==> src/rtl/mul_share_arbiter_if.sv <==
// Requester-side bus of the shared-multiplier arbiter: issue handshake plus result return.
// Operands are packed per requester, requester i at [32*i +: 32].
interface mul_share_arbiter_if #(
  parameter int NREQ = 4
);
  logic [NREQ-1:0]    req_val;
  logic [NREQ-1:0]    req_rdy;
  logic [NREQ*32-1:0] req_a;
  logic [NREQ*32-1:0] req_b;
  logic [NREQ-1:0]    resp_val;
  logic [63:0]        resp_p;

  modport master (
    output req_val, req_a, req_b,
    input  req_rdy, resp_val, resp_p
  );

  modport slave (
    input  req_val, req_a, req_b,
    output req_rdy, resp_val, resp_p
  );
endinterface

==> src/rtl/mul_share_arbiter.sv <==
// Round-robin sharing of one in-order pipelined multiplier among NREQ requesters.
// A tag FIFO remembers who issued each in-flight multiply so commits route back in order.
module mul_share_arbiter #(
  parameter int NREQ  = 4,
  parameter int DEPTH = 8
) (
  input  logic                   clk,
  input  logic                   reset,
  mul_share_arbiter_if.slave     bus,
  output logic [31:0]            mul_intA,
  output logic [31:0]            mul_intB,
  output logic                   mul_val_op,
  input  logic                   mul_oprand_rdy,
  input  logic                   mul_commit,
  input  logic [63:0]            mul_longP,
  output logic [$clog2(DEPTH):0] inflight,
  output logic                   err_orphan
);

  localparam int IDW = $clog2(NREQ);
  localparam int PW  = $clog2(DEPTH);

  logic [IDW-1:0] rr_ptr;
  logic [IDW-1:0] gnt;
  logic [IDW:0]   scan;
  logic           gnt_any;
  logic           full;
  logic           fire;
  logic           pop;

  logic [IDW-1:0] tag_mem [DEPTH];
  logic [PW-1:0]  wr_ptr;
  logic [PW-1:0]  rd_ptr;
  logic [PW:0]    count;
  logic [IDW-1:0] head;

  // NOTE: every variable gets a default before the search loop, otherwise a
  // path that never assigns it would infer a latch.
  always_comb begin
    gnt     = '0;
    gnt_any = 1'b0;
    scan    = '0;
    for (int k = 0; k < NREQ; k++) begin
      scan = {1'b0, rr_ptr} + (IDW+1)'(k);
      if (scan >= (IDW+1)'(NREQ)) scan = scan - (IDW+1)'(NREQ);
      if (!gnt_any && bus.req_val[scan[IDW-1:0]]) begin
        gnt_any = 1'b1;
        gnt     = scan[IDW-1:0];
      end
    end
  end

  // Issue valid is independent of oprand_rdy so the multiplier handshake has no comb loop.
  assign full        = (count == (PW+1)'(DEPTH));
  assign mul_val_op  = gnt_any && !full;
  assign fire        = mul_val_op && mul_oprand_rdy;
  assign bus.req_rdy = fire ? (NREQ'(1) << gnt) : '0;
  assign mul_intA    = gnt_any ? bus.req_a[32*gnt +: 32] : '0;
  assign mul_intB    = gnt_any ? bus.req_b[32*gnt +: 32] : '0;

  assign pop      = mul_commit && (count != '0);
  assign head     = tag_mem[rd_ptr];
  assign inflight = count;

  // NOTE: the tag storage has no reset; occupancy and pointers are cleared, so
  // stale entries are never read, and the array can map onto plain RAM.
  always_ff @(posedge clk) begin
    if (fire) tag_mem[wr_ptr] <= gnt;
  end

  // NOTE: non-blocking assignments throughout, so every register samples the
  // pre-edge values regardless of statement order.
  always_ff @(posedge clk) begin
    if (reset) begin
      rr_ptr       <= '0;
      wr_ptr       <= '0;
      rd_ptr       <= '0;
      count        <= '0;
      bus.resp_val <= '0;
      bus.resp_p   <= '0;
      err_orphan   <= 1'b0;
    end else begin
      if (fire) begin
        wr_ptr <= wr_ptr + 1'b1;
        rr_ptr <= (gnt == IDW'(NREQ-1)) ? '0 : gnt + 1'b1;
      end
      if (pop) rd_ptr <= rd_ptr + 1'b1;

      // Push and pop together leave occupancy unchanged.
      unique case ({fire, pop})
        2'b10:   count <= count + 1'b1;
        2'b01:   count <= count - 1'b1;
        default: count <= count;
      endcase

      bus.resp_val <= pop ? (NREQ'(1) << head) : '0;
      if (pop) bus.resp_p <= mul_longP;

      if (mul_commit && count == '0) err_orphan <= 1'b1;
    end
  end

endmodule

==> src/flat_wrapper.sv <==
// flat-port wrapper written by rule: the top's interface ports become plain ports
module mul_share_arbiter_flat 
#(
  parameter int NREQ  = 4,
  parameter int DEPTH = 8
)
  (clk, reset, mul_intA, mul_intB, mul_val_op, mul_oprand_rdy, mul_commit, mul_longP, inflight, err_orphan, bus_req_val, bus_req_a, bus_req_b, bus_req_rdy, bus_resp_val, bus_resp_p);
  mul_share_arbiter_if #(.NREQ(NREQ)) bus_i ();
  input  logic clk;
  input  logic reset;
  output logic [31:0] mul_intA;
  output logic [31:0] mul_intB;
  output logic mul_val_op;
  input  logic mul_oprand_rdy;
  input  logic mul_commit;
  input  logic [63:0] mul_longP;
  output logic [$clog2(DEPTH):0] inflight;
  output logic err_orphan;
  input wire logic [$bits(bus_i.req_val)-1:0] bus_req_val;
  input wire logic [$bits(bus_i.req_a)-1:0] bus_req_a;
  input wire logic [$bits(bus_i.req_b)-1:0] bus_req_b;
  output wire logic [$bits(bus_i.req_rdy)-1:0] bus_req_rdy;
  output wire logic [$bits(bus_i.resp_val)-1:0] bus_resp_val;
  output wire logic [$bits(bus_i.resp_p)-1:0] bus_resp_p;
  assign bus_i.req_val = bus_req_val;
  assign bus_i.req_a = bus_req_a;
  assign bus_i.req_b = bus_req_b;
  assign bus_req_rdy = bus_i.req_rdy;
  assign bus_resp_val = bus_i.resp_val;
  assign bus_resp_p = bus_i.resp_p;
  mul_share_arbiter #(.NREQ(NREQ), .DEPTH(DEPTH)) u_core (.clk(clk), .reset(reset), .bus(bus_i), .mul_intA(mul_intA), .mul_intB(mul_intB), .mul_val_op(mul_val_op), .mul_oprand_rdy(mul_oprand_rdy), .mul_commit(mul_commit), .mul_longP(mul_longP), .inflight(inflight), .err_orphan(err_orphan));
endmodule
==> config.mk <==
export PLATFORM = sky130hd
export DESIGN_NAME = mul_share_arbiter_flat
export DESIGN_NICKNAME = d
export VERILOG_FILES = /design/src/rtl/mul_share_arbiter_if.sv /design/src/rtl/mul_share_arbiter.sv /design/src/flat_wrapper.sv
export SDC_FILE = /design/constraint.sdc
export NUM_CORES = 1
export LEC_CHECK = 0
export ABC_AREA = 0
export CAP_MARGIN = 10
export CORE_AREA = 5 5 182 184
export DETAILED_ROUTE_END_ITERATION = 8
export DIE_AREA = 0 0 187 189
export GPL_TIMING_DRIVEN = 0
export HOLD_SLACK_MARGIN = 0.1
export SYNTH_ARGS = -nofsm -noshare
export SYNTH_HDL_FRONTEND = slang
export SYNTH_SLANG_ARGS = --single-unit
==> constraint.sdc <==
create_clock -name clk -period 5.3 [get_ports clk]
set_input_delay 0.53 -clock clk [delete_from_list [all_inputs] [get_ports clk]]
set_output_delay 0.53 -clock clk [all_outputs]
set_load 0.02 [all_outputs]
==> flow_summary.json <==
{
  "holdPathStages": 2,
  "finalHoldViolations": 0,
  "hpwl_microns": 26750,
  "cts_inserted_buffers": 9,
  "die_area_sq_um": 35340,
  "clockRootBuffer": "clkbuf_16",
  "rr_startpoint": "u_core.inflight[1]",
  "placed_area_sq_um": 10950,
  "yosys_warnings": 0,
  "synth_common_cells": "nand2_1, mux2i_1, dfxtp_1",
  "drive_gt1_share_pct": 5.773,
  "wl_per_cell_microns": 20.28,
  "antenna_found_initial": 3,
  "r2r_slack_ps": 2180,
  "crit_path_max_fanout": 11,
  "fill_cells": 3272,
  "dr.pass1.iters": 5,
  "cts_hold_buf": 0,
  "synth_most_common_cell": "nand2_1",
  "port_buffers": 468,
  "io_pins": 470,
  "cts_buffer_depth": 2,
  "irDropWorstVdd_mv": 0.1926,
  "ctsResizeCount": 0,
  "reg2reg_depth": 12,
  "insertion_delay_ps": 350,
  "die_w_microns": 187,
  "vias_per_cell": 4.343,
  "regArea_sq_um": 2162,
  "place_congestion": 0.9346,
  "postCtsSetupBuffers": 0,
  "grt_overflow": 0,
  "postRouteAntennaNets": 0,
  "p_leak_nw": 4.150,
  "r2r-end": "u_core.inflight[2]",
  "vias": 6641,
  "post-route-drc-count": 0,
  "hold_start": "u_core.bus.resp_p[3]",
  "syn_inst": 641,
  "grt_pass1_vias": 6851,
  "period_share_pct": 76.95,
  "synth_seq_area_share_pct": 37.57,
  "worst_pin_slew_ps": 763.1,
  "cts_max_level": 3,
  "synth_top_area_cell": "dfxtp_1",
  "grt.total_usage_pct": 16.48,
  "report.final.slew_viol_count": 0,
  "syn_area_per_cell_sq_um": 8.977,
  "drt_iter0_drc": 273,
  "power.density_nw_per_um2": 355.3,
  "final_nets": 1458,
  "cts_tree": "yes",
  "yosysTopAreaCellShare_pct": 29.22,
  "synthArstFlopShare_pct": 0,
  "synthFlopType": "dfxtp_1",
  "maxCapViolCount": 0,
  "min_period_ps": 4078,
  "syn_nets": 978,
  "grt_start_max_net_pins": 20,
  "syn2layout_area_growth_pct": 95.83,
  "die_h_microns": 189,
  "fin_tns_setup_ps": 0,
  "path_clk_slew_ps": 70,
  "finClkSkew_ps": 11.81,
  "start_kind": "input port",
  "hold_ws_ps": 454.3,
  "clock-sinks": 100,
  "crit_arrival_ps": 3550,
  "ys_ff_latch": 100,
  "hold_path_end": "u_core.bus.resp_p[3]",
  "drt_wl_total_microns": 31010,
  "core_sq_um": 31230,
  "multiInputGateArea_sq_um": 3193,
  "dp.cells": 1512,
  "initial_core_util_pct": 18.43,
  "worstHoldPathType": "reg -> reg",
  "synth_edf_count": 16,
  "layoutNonFillerInstCount": 1529,
  "rows": 65,
  "grt_pass1_wl_microns": 43930,
  "synth_cell_types": 34,
  "slew-limit-headroom_pct": 48.66,
  "critPathKind": "in -> out",
  "synth_area_leaders": "dfxtp_1, mux2i_1, nand2_1, edfxtp_1, o22ai_1",
  "fin_area_sq_um": 11270,
  "syn_area_sq_um": 5754,
  "status": "completed",
  "setup.worst_path.end_class": "output port",
  "cp.required_ps": 4770,
  "setup_viol": 0,
  "rsz0062_at_grt": "false",
  "clock.fmax_mhz": 245.2
}
logic make-up (layout without fill, tap and decap cells):
family | after synthesis | after routing | synth area share (%)
AND/OR/NAND/NOR | 177 | 177 | 12.65
AO/OA/AOI/OAI | 148 | 148 | 14.94
multiplexers | 137 | 137 | 24.72
flip-flops | 100 | 100 | 37.57
buffers and inverters | 62 | 547 | 6.936
adder cells (fa/ha/maj) | 9 | 9 | 1.957
XOR/XNOR | 8 | 8 | 1.218
other | 0 | 1 | 0
power breakdown:
group | switching [mW] | internal (mW)
clock network | 0.298 | 0.398
registers | 0.101 | 0.935
logic | 1.20 | 1.07
routing by layer:
metal | part of all wire [%] | vias up | GRT usage [%]
met5 | 0 | - | 0
met4 | 2.7 | 0 | 4.863
met3 | 8.2 | 34 | 5.236
met2 | 51 | 303 | 29.95
met1 | 38 | 3048 | 18.50
li1 | - | 3256 | -
cell type report:
| cell class | count | area share [%] |
|---|---|---|
| Inverter | 7 | 0.2332 |
| Clock buffer | 10 | 2.221 |
| Sequential cell | 100 | 19.19 |
| Clock inverter | 6 | 0.5885 |
| Tap cell | 402 | 4.464 |
| Antenna cell | 1 | 0.02221 |
| Multi-Input combinational cell | 479 | 28.34 |
| Buffer | 55 | 3.309 |
| Timing Repair Buffer | 469 | 41.64 |
cells in the final DEF, fill, tap and decap left out, types with 2 or more instances in the layout:
| master | n |
|---|---|
| nor4b_1 | 2 |
| dfxtp_1 | 84 |
| nor2_1 | 18 |
| o22ai_1 | 64 |
| and2_1 | 4 |
| nor3_1 | 3 |
| or3_1 | 2 |
| nor4_1 | 3 |
| mux2i_1 | 132 |
| inv_6 | 3 |
| inv_1 | 5 |
| nand2_1 | 137 |
| clkdlybuf4s50_1 | 468 |
| xor2_1 | 5 |
| nand2b_1 | 2 |
| inv_2 | 2 |
| clkbuf_1 | 16 |
| o21ai_0 | 3 |
| edfxtp_1 | 16 |
| mux4_2 | 4 |
| buf_4 | 8 |
| buf_2 | 16 |
| ha_1 | 9 |
| a211oi_1 | 3 |
| clkbuf_16 | 10 |
| clkinv_2 | 2 |
| xnor2_1 | 3 |
| nor3b_1 | 3 |
| buf_6 | 16 |
| a21oi_1 | 74 |
worst max path at each step:
stage                  startpoint            endpoint  slack, ps  depth (start not counted)
6_report           bus_req_val[2]      bus_req_rdy[3]       1220                         10
5_1_grt            bus_req_val[0]      bus_req_rdy[1]        980                         10
3_5_place_dp       bus_req_val[2]      bus_req_rdy[1]       1120                         10
4_1_cts            bus_req_val[2]      bus_req_rdy[1]       1120                         10
3_3_place_gp       bus_req_val[2]      bus_req_rdy[1]       1180                         10
2_1_floorplan  u_core.inflight[1]  u_core.inflight[2]       2710                         12
state kept, by name, summed over array words and instances, names as in the netlist, named ones only:
signal	count
u_core.bus.resp_p	64
u_core.bus.resp_val	4
u_core.err_orphan	1
u_core.inflight	4
u_core.rd_ptr	3
u_core.rr_ptr	2
u_core.tag_mem	16
u_core.wr_ptr	3
per-stage QoR:
step	util [%]	power (mW)	setup WS, ps
final	36.08	4.004	1222
after floorplan	-	2.242	2709
after CTS	36.07	4.067	1120
after global placement	35.04	3.343	1184
after global routing	36.08	4.249	976.4
after detailed placement	35.06	3.356	1122
worst max-delay path, stage by stage:
cell             delay [ps]
clkdlybuf4s50_1         570
nand2b_1                 80
a21oi_1                 150
a311o_1                 130
buf_2                   140
clkbuf_1                550
inv_1                   380
ha_1                    300
and2_1                  130
clkdlybuf4s50_1         590
Power figures use the tool's default switching activity.
